**config.mk**
```make
export PLATFORM = sky130hd
export DESIGN_NAME = bitwise_logic_pipe
export DESIGN_NICKNAME = d
export VERILOG_FILES = /design/src/rtl/bitwise_logic_pipe.sv
export SDC_FILE = /design/constraint.sdc
export NUM_CORES = 1
export LEC_CHECK = 0
export ABC_AREA = 1
export BUFFER_PORTS_ARGS = -buffer_cell sky130_fd_sc_hd__buf_2
export CORE_ASPECT_RATIO = 0.75
export CORE_UTILIZATION = 47
export DETAILED_ROUTE_END_ITERATION = 10
export PLACE_DENSITY = 0.69
export SYNTH_ARGS = -nofsm -noshare
export SYNTH_HDL_FRONTEND = slang
export SYNTH_SLANG_ARGS = --single-unit
```
**constraint.sdc**
```tcl
create_clock -name clk -period 1.45 [get_ports clk]
set_input_delay 0.29 -clock clk [delete_from_list [all_inputs] [get_ports clk]]
set_output_delay 0.29 -clock clk [all_outputs]
set_load 0.01 [all_outputs]
```
**src/rtl/bitwise_logic_pipe.sv**
```systemverilog
// Bitwise op unit (AND/OR/XOR/NAND/NOR/XNOR/NOT a/pass a) with a registered 2-entry skid output.
// Define BITWISE_FLAGS_EN to add zr/ng result flags stored alongside each entry.
module bitwise_logic_pipe #(
    parameter int WIDTH = 16
) (
    input  logic             clk,
    input  logic             rst_n,
    input  logic             in_valid_i,
    output logic             in_ready_o,
    input  logic [WIDTH-1:0] a_i,
    input  logic [WIDTH-1:0] b_i,
    input  logic [2:0]       op_i,
    output logic             out_valid_o,
    input  logic             out_ready_i,
    output logic [WIDTH-1:0] out_o
`ifdef BITWISE_FLAGS_EN
    ,
    output logic             zr_o,
    output logic             ng_o
`endif
);

`ifdef BITWISE_FLAGS_EN
    localparam int EW = WIDTH + 2;  // {zr, ng, result}
`else
    localparam int EW = WIDTH;
`endif

    typedef enum logic [1:0] {EMPTY, HOLD, SKID} state_e;

    state_e           state_q, state_d;
    logic [EW-1:0]    m_q, m_d, s_q, s_d;
    logic [EW-1:0]    new_entry;
    logic [WIDTH-1:0] res;
    logic             in_fire, out_fire;

    always_comb begin
        case (op_i)
            3'b000:  res = a_i & b_i;
            3'b001:  res = a_i | b_i;
            3'b010:  res = a_i ^ b_i;
            3'b011:  res = ~(a_i & b_i);
            3'b100:  res = ~(a_i | b_i);
            3'b101:  res = ~(a_i ^ b_i);
            3'b110:  res = ~a_i;
            default: res = a_i;
        endcase
    end

`ifdef BITWISE_FLAGS_EN
    assign new_entry = {(res == '0), res[WIDTH-1], res};
    assign zr_o      = m_q[WIDTH+1];
    assign ng_o      = m_q[WIDTH];
`else
    assign new_entry = res;
`endif

    // Handshake outputs come from state alone, so out_ready never reaches in_ready.
    assign in_ready_o  = (state_q != SKID);
    assign out_valid_o = (state_q != EMPTY);
    assign out_o       = m_q[WIDTH-1:0];
    assign in_fire     = in_valid_i & in_ready_o;
    assign out_fire    = out_valid_o & out_ready_i;

    always_comb begin
        state_d = state_q;
        m_d     = m_q;
        s_d     = s_q;
        case (state_q)
            EMPTY: begin
                if (in_fire) begin
                    m_d     = new_entry;
                    state_d = HOLD;
                end
            end
            HOLD: begin
                if (in_fire && out_fire) begin
                    m_d = new_entry;
                end else if (in_fire) begin
                    s_d     = new_entry;
                    state_d = SKID;
                end else if (out_fire) begin
                    state_d = EMPTY;
                end
            end
            SKID: begin
                if (out_fire) begin
                    m_d     = s_q;
                    state_d = HOLD;
                end
            end
            default: state_d = EMPTY;
        endcase
    end

    always_ff @(posedge clk or negedge rst_n) begin
        if (!rst_n) begin
            state_q <= EMPTY;
            m_q     <= '0;
            s_q     <= '0;
        end else begin
            state_q <= state_d;
            m_q     <= m_d;
            s_q     <= s_d;
        end
    end

endmodule

```
Word level (Yosys, flattened, before mapping)

Index checks and enable logic that the tools add are counted.

Reductions and logical operators: 8
Equality and inequality tests: 14
Bitwise logic cells: 10
Muxes and demuxes: 11

Operators with widths:

| operator             | number |
|---|---|
| $pmux W16 S7         | 1 |
| $not A16 Y16         | 4 |
| $mux W16             | 3 |
| $pmux W16 S3         | 1 |
| $and A16 B16 Y16     | 1 |
| $or A16 B16 Y16      | 1 |
| $xor A16 B16 Y16     | 1 |
| $mux W2              | 5 |
| $ne A2 B2 Y1 const B | 5 |
| $eq A3 B3 Y1 const B | 3 |
| $reduce_and A4 Y1    | 2 |
| $eq A3 B2 Y1 const B | 2 |
| $pmux W2 S3          | 1 |
| $eq A3 B1 Y1 const B | 1 |
| $logic_not A3 Y1     | 1 |
| $ne A3 B3 Y1 const B | 1 |
| $reduce_and A3 Y1    | 1 |
| $reduce_bool A3 Y1   | 1 |
| $and A1 B1 Y1        | 2 |
| $eq A2 B1 Y1 const B | 1 |
| $eq A2 B2 Y1 const B | 1 |
| $logic_not A2 Y1     | 1 |
| $reduce_bool A2 Y1   | 1 |
| $logic_and A1 B1 Y1  | 1 |
| $not A1 Y1           | 1 |

Register bits after elaboration: 34
Output and inout bits: 18
Input bits: 39
Logic and storage cells: 46

Logic depth before layout (Yosys ltp)

Depth in word-level cells: 6
Depth in mapped cells: 10
Depth with buffers taken out: 9

Least setup slack after synthesis

Ideal clock, no wire load.

Path kind: register to register
Start: reg state_q[0]
End: reg m_q[0] (netlist: out_o[0])
Arrival: 1219 ps
Cell stages (with the launch flop): 8
Buffers on the path: 1
Required time: 1333 ps
Period minus slack after synthesis: 1336 ps
Path slack: 114 ps
Library setup time: 117 ps
Path through: dfrtp_1 nor2_2 inv_2 clkbuf_1 nor2_1 nor2_1 nand2_1 nand2_1

Word-level cells in the longest chain between the ends: 5
Elaborated cells between the ends (all ways): 14
Those cells by class: 6 x eq/ne; 1 x mux; 2 x bitwise; 5 x reduce/logical

RTL lines:

| item                                                      | line   | text |
|---|---|---|
| start: declaration                                        | 31     | `state_e state_q, state_d;` |
| start signal: assignment                                  | 102    | `state_q <= state_d;` |
| $ne A2 B2 Y1 / $reduce_bool A2 Y1 (equally long branches) | 59, 60 |  |
| $and A1 B1 Y1 (on tied branches)                          | 62, 63 |  |
| $logic_and A1 B1 Y1                                       | 77     | `if (in_fire && out_fire) begin` |
| $ne A2 B2 Y1 (no source line)                             | -      |  |
| $reduce_and A4 Y1 (no source line)                        | -      |  |
| end signal: assignment                                    | 103    | `m_q <= m_d;` |
| end: declaration                                          | 32     | `logic [EW-1:0] m_q, m_d, s_q, s_d;` |

Several ways; a longest one is shown, not always the timed one.
A chain may end at the register's enable or synchronous reset.

Worst setup path after layout

Start: reg state_q[0]
End: out out_valid_o

Word-level cells in the longest chain between the ends: 1

RTL lines:

| item               | line | text |
|---|---|---|
| $reduce_bool A2 Y1 | 60   | `assign out_valid_o = (state_q != EMPTY);` |
| end: declaration   | 13   | `output logic out_valid_o,` |

No other way between the ends.

==> flow_metrics.py <==
metrics = {
    "outcome": {
        "run_status": "finished with violations",
        "violations": "design-rule violations",
    },
    "die": {
        "placeableCoreArea_sq_mm": 0.00647,
        "die_w_microns": 97.8,
        "io_pins": 57,
        "num_rows": 25,
        "start_util_pct": 50.0,
        "die_h_microns": 73.8,
        "die-area_sq_mm": 0.00722,
    },
    "detailed_routing": {
        "firstDrtPassIters": 8,
        "viasPerCell": 5.15,
        "ant_nets": 0,
        "maxUsedRoutingLayer": "met4",
        "drt_iter0_markers": 305,
        "dr_wl_met2_microns": 3830,
        "vias": 3544,
        "post_drt_wl_per_cell_microns": 13.1,
        "wl_met1_microns": 4530,
        "finalWirelength_microns": 9000,
        "dr_wl_met3_microns": 570,
        "drc_errors": 5,
    },
    "place": {
        "dp_hpwl_microns": 6580,
        "pre_cts_slack_ns": -0.0588,
        "place.gp.congestion": 0.882,
        "port-buffer-count": 56,
        "dp.cells": 677,
    },
    "global_route": {
        "grt_max_degree": 43,
        "grt_pass1_vias": 3158,
        "grt_pass1_wl_microns": 15100,
        "grt_usage_pct": 26.5,
        "antenna_found_initial": 0,
        "overflow": 0,
    },
    "timing": {
        "timing.final.crit_share_pct": 97.5,
        "rsz0062_at_grt": "true",
        "setup_slack_ns": 0.0356,
        "tightest_slew_ns": 0.427,
        "layout_min_cycle_time_ns": 1.41,
        "hold_viol_final": 0,
        "skew_ns": 0.00453,
        "setup_viol": 0,
        "finalMaxSlewViolations": 0,
        "fmax_mhz": 707,
        "maxSlewHeadroom_pct": 71.6,
        "fin_hold_ws_ns": 0.0328,
    },
    "worst_setup_path": {
        "worstSetupPathDepth": 3,
        "critPathBufInv": 2,
        "r2r_cells": 8,
        "crit_fanout": 3,
        "cp.required_ns": 1.16,
        "timing_worst_setup_path_type": "flop to output pin",
        "cpPeakStageDelay_ns": 0.42,
        "slowest_stage": "dfrtp_1",
        "crit_family": "flip-flops",
        "path_cells": "nor2_1 -> inv_1 -> buf_2",
        "crit_path_end_kind": "output pin",
        "startpoint_type": "flop",
        "arrival_ns": 1.12,
    },
    "power": {
        "p_comb_share_pct": 43.0,
        "ir_worst_vdd_mv": 0.446,
        "seqPwrFrac_pct": 39.4,
        "p_leak_nw": 2.37,
        "switchingPower_mw": 1.47,
        "pwr-share-clk_pct": 17.6,
        "p_int_mw": 2.39,
        "powerDensity_mw_per_mm2": 955,
        "p_sw_share_pct": 38.2,
    },
    "yosys": {
        "yosysWarningCount": 0,
        "yosysSeqAreaShare_pct": 26.3,
        "syn_area_sq_mm": 0.00323,
        "avgSynthCellArea_sq_um": 6.18,
        "synth_nets": 594,
        "ys_ff_latch": 34,
        "synthCells": 523,
        "synth.distinct_cells": 21,
    },
    "final_layout": {
        "syn_to_final_growth_pct": 25.1,
        "num_antenna_cells": 0,
        "multi_input_area_sq_mm": 0.00197,
        "nets": 679,
        "drive_gt1_share_pct": 19.6,
        "fill_cells": 571,
        "regArea_sq_um": 851,
        "final_cells": 688,
    },
    "clock_tree": {
        "clk_path_buf_depth": 2,
        "clockRootBuffer": "clkbuf_8",
        "cts-htree-levels": 2,
        "clock_latency_ns": 0.28,
        "cts-buffers-inserted": 5,
        "cts.sinks": 34,
        "tritoncts": "done",
        "path_clk_slew_ns": 0.06,
    },
    "min_path": {
        "min_path_type": "input port to async pin",
    },
    "run": {
        "cap_violations": 0,
    },
}
==> cell usage in the layout (no fill, tap or decap), drive strengths merged <==
cell type  count
nand2        148
nand4         32
o22ai          1
o41ai          1
buf          104
clkinv         1
o21ai         24
nor2          73
ha            32
clkbuf         6
dfrtp         34
a21oi          7
inv           78
nand3         66
==> path summary, 6_finish.rpt <==
check,start,end,slack (ns)
max,state_q[0]$_DFFE_PN0P_,out_valid_o,0.04
min,rst_n,out_o[8]$_DFFE_PN0P_,0.03
max reg2reg,state_q[1]$_DFFE_PN0P_,out_o[12]$_DFFE_PN0P_,0.04
min reg2reg,out_o[11]$_DFFE_PN0P_,out_o[11]$_DFFE_PN0P_,0.47
max in group asynchronous,rst_n,out_o[15]$_DFFE_PN0P_,1.12
min in group clk,in_valid_i,state_q[0]$_DFFE_PN0P_,0.21
==> layer usage <==
layer,track usage [%],up-vias
met3,3.14,5
met1,38.7,1584
met2,41.7,129
met5,0,-
met4,7.07,0
li1,-,1826
==> Yosys cell counts <==
cell	number	area share, %
buf_4	3	0.70
o21ai_0	23	3.6
o41ai_1	1	0.27
inv_1	77	8.9
o22ai_2	1	0.39
nand3_1	66	10
nor2_2	2	0.39
nand2_1	147	17
a21oi_1	7	1.1
nor2_1	69	8.0
buf_2	9	1.4
clkbuf_1	12	1.4
ha_1	32	12
nor2_4	2	0.70
inv_2	2	0.23
dfrtp_1	34	26
buf_1	1	0.12
nand4_1	32	6.2
buf_6	1	0.35
o21ai_1	1	0.15
nand2_2	1	0.19
==> flip-flops by register name, summed over array words and instances (netlist names) <==
signal   cells
out_o       16
s_q         16
state_q      2
==> cell type report <==
cell class / count / share of cell area [%]
inverters: 79 / 7.45
repair buffers: 104 / 18.3
flip-flops and latches: 34 / 21.0
clock buffers: 6 / 2.04
multi-input cells: 384 / 48.6
well taps: 81 / 2.51
==> cell families (layout without fill, tap and decap cells) <==
logic type / after synthesis / in the layout / synth area share (%)
flops: 34 / 34 / 26.3
compound gates: 33 / 33 / 5.45
simple gates: 319 / 319 / 42.7
fa+ha+maj: 32 / 32 / 12.4
buf+inv: 105 / 189 / 13.1
==> power groups by stage <==
stage | Clock, mW | Combinational, mW | Sequential (mW)
5_1_grt | 0.733 | 1.88 | 1.56
6_report | 0.679 | 1.66 | 1.52
2_1_floorplan | 0 | 0.865 | 1.60
4_1_cts | 0.696 | 1.64 | 1.52
3_5_place_dp | 0 | 1.61 | 1.53
3_3_place_gp | 0 | 1.58 | 1.52
==> timing repair <==
action,CTS,global route
gates resized for setup,3,5
setup buffers,2,3
endpoints found under the setup margin,1,13
pin swaps,1,3
hold buffers,0,0
==> worst register-to-register path: stages, from the launching register on <==
cell      delay, ns
dfrtp_1        0.40
inv_1          0.11
nor2_4         0.05
clkinv_4       0.08
buf_4          0.17
buf_4          0.17
nand4_1        0.17
nand2_1        0.11
nand2_1        0.05
==> per-stage QoR <==
step	total power, mW	instance area, sq um	TNS (ns)	util [%]
after floorplan	2.46	3230	0	-
after global placement	3.10	3900	-0.237	60.2
after detailed placement	3.14	3900	-0.341	60.2
after CTS	3.85	4010	0	61.9
after global routing	4.18	4050	-0.144	62.5
final	3.86	4050	0	62.5
No activity file was read; power rests on OpenSTA's default activity.
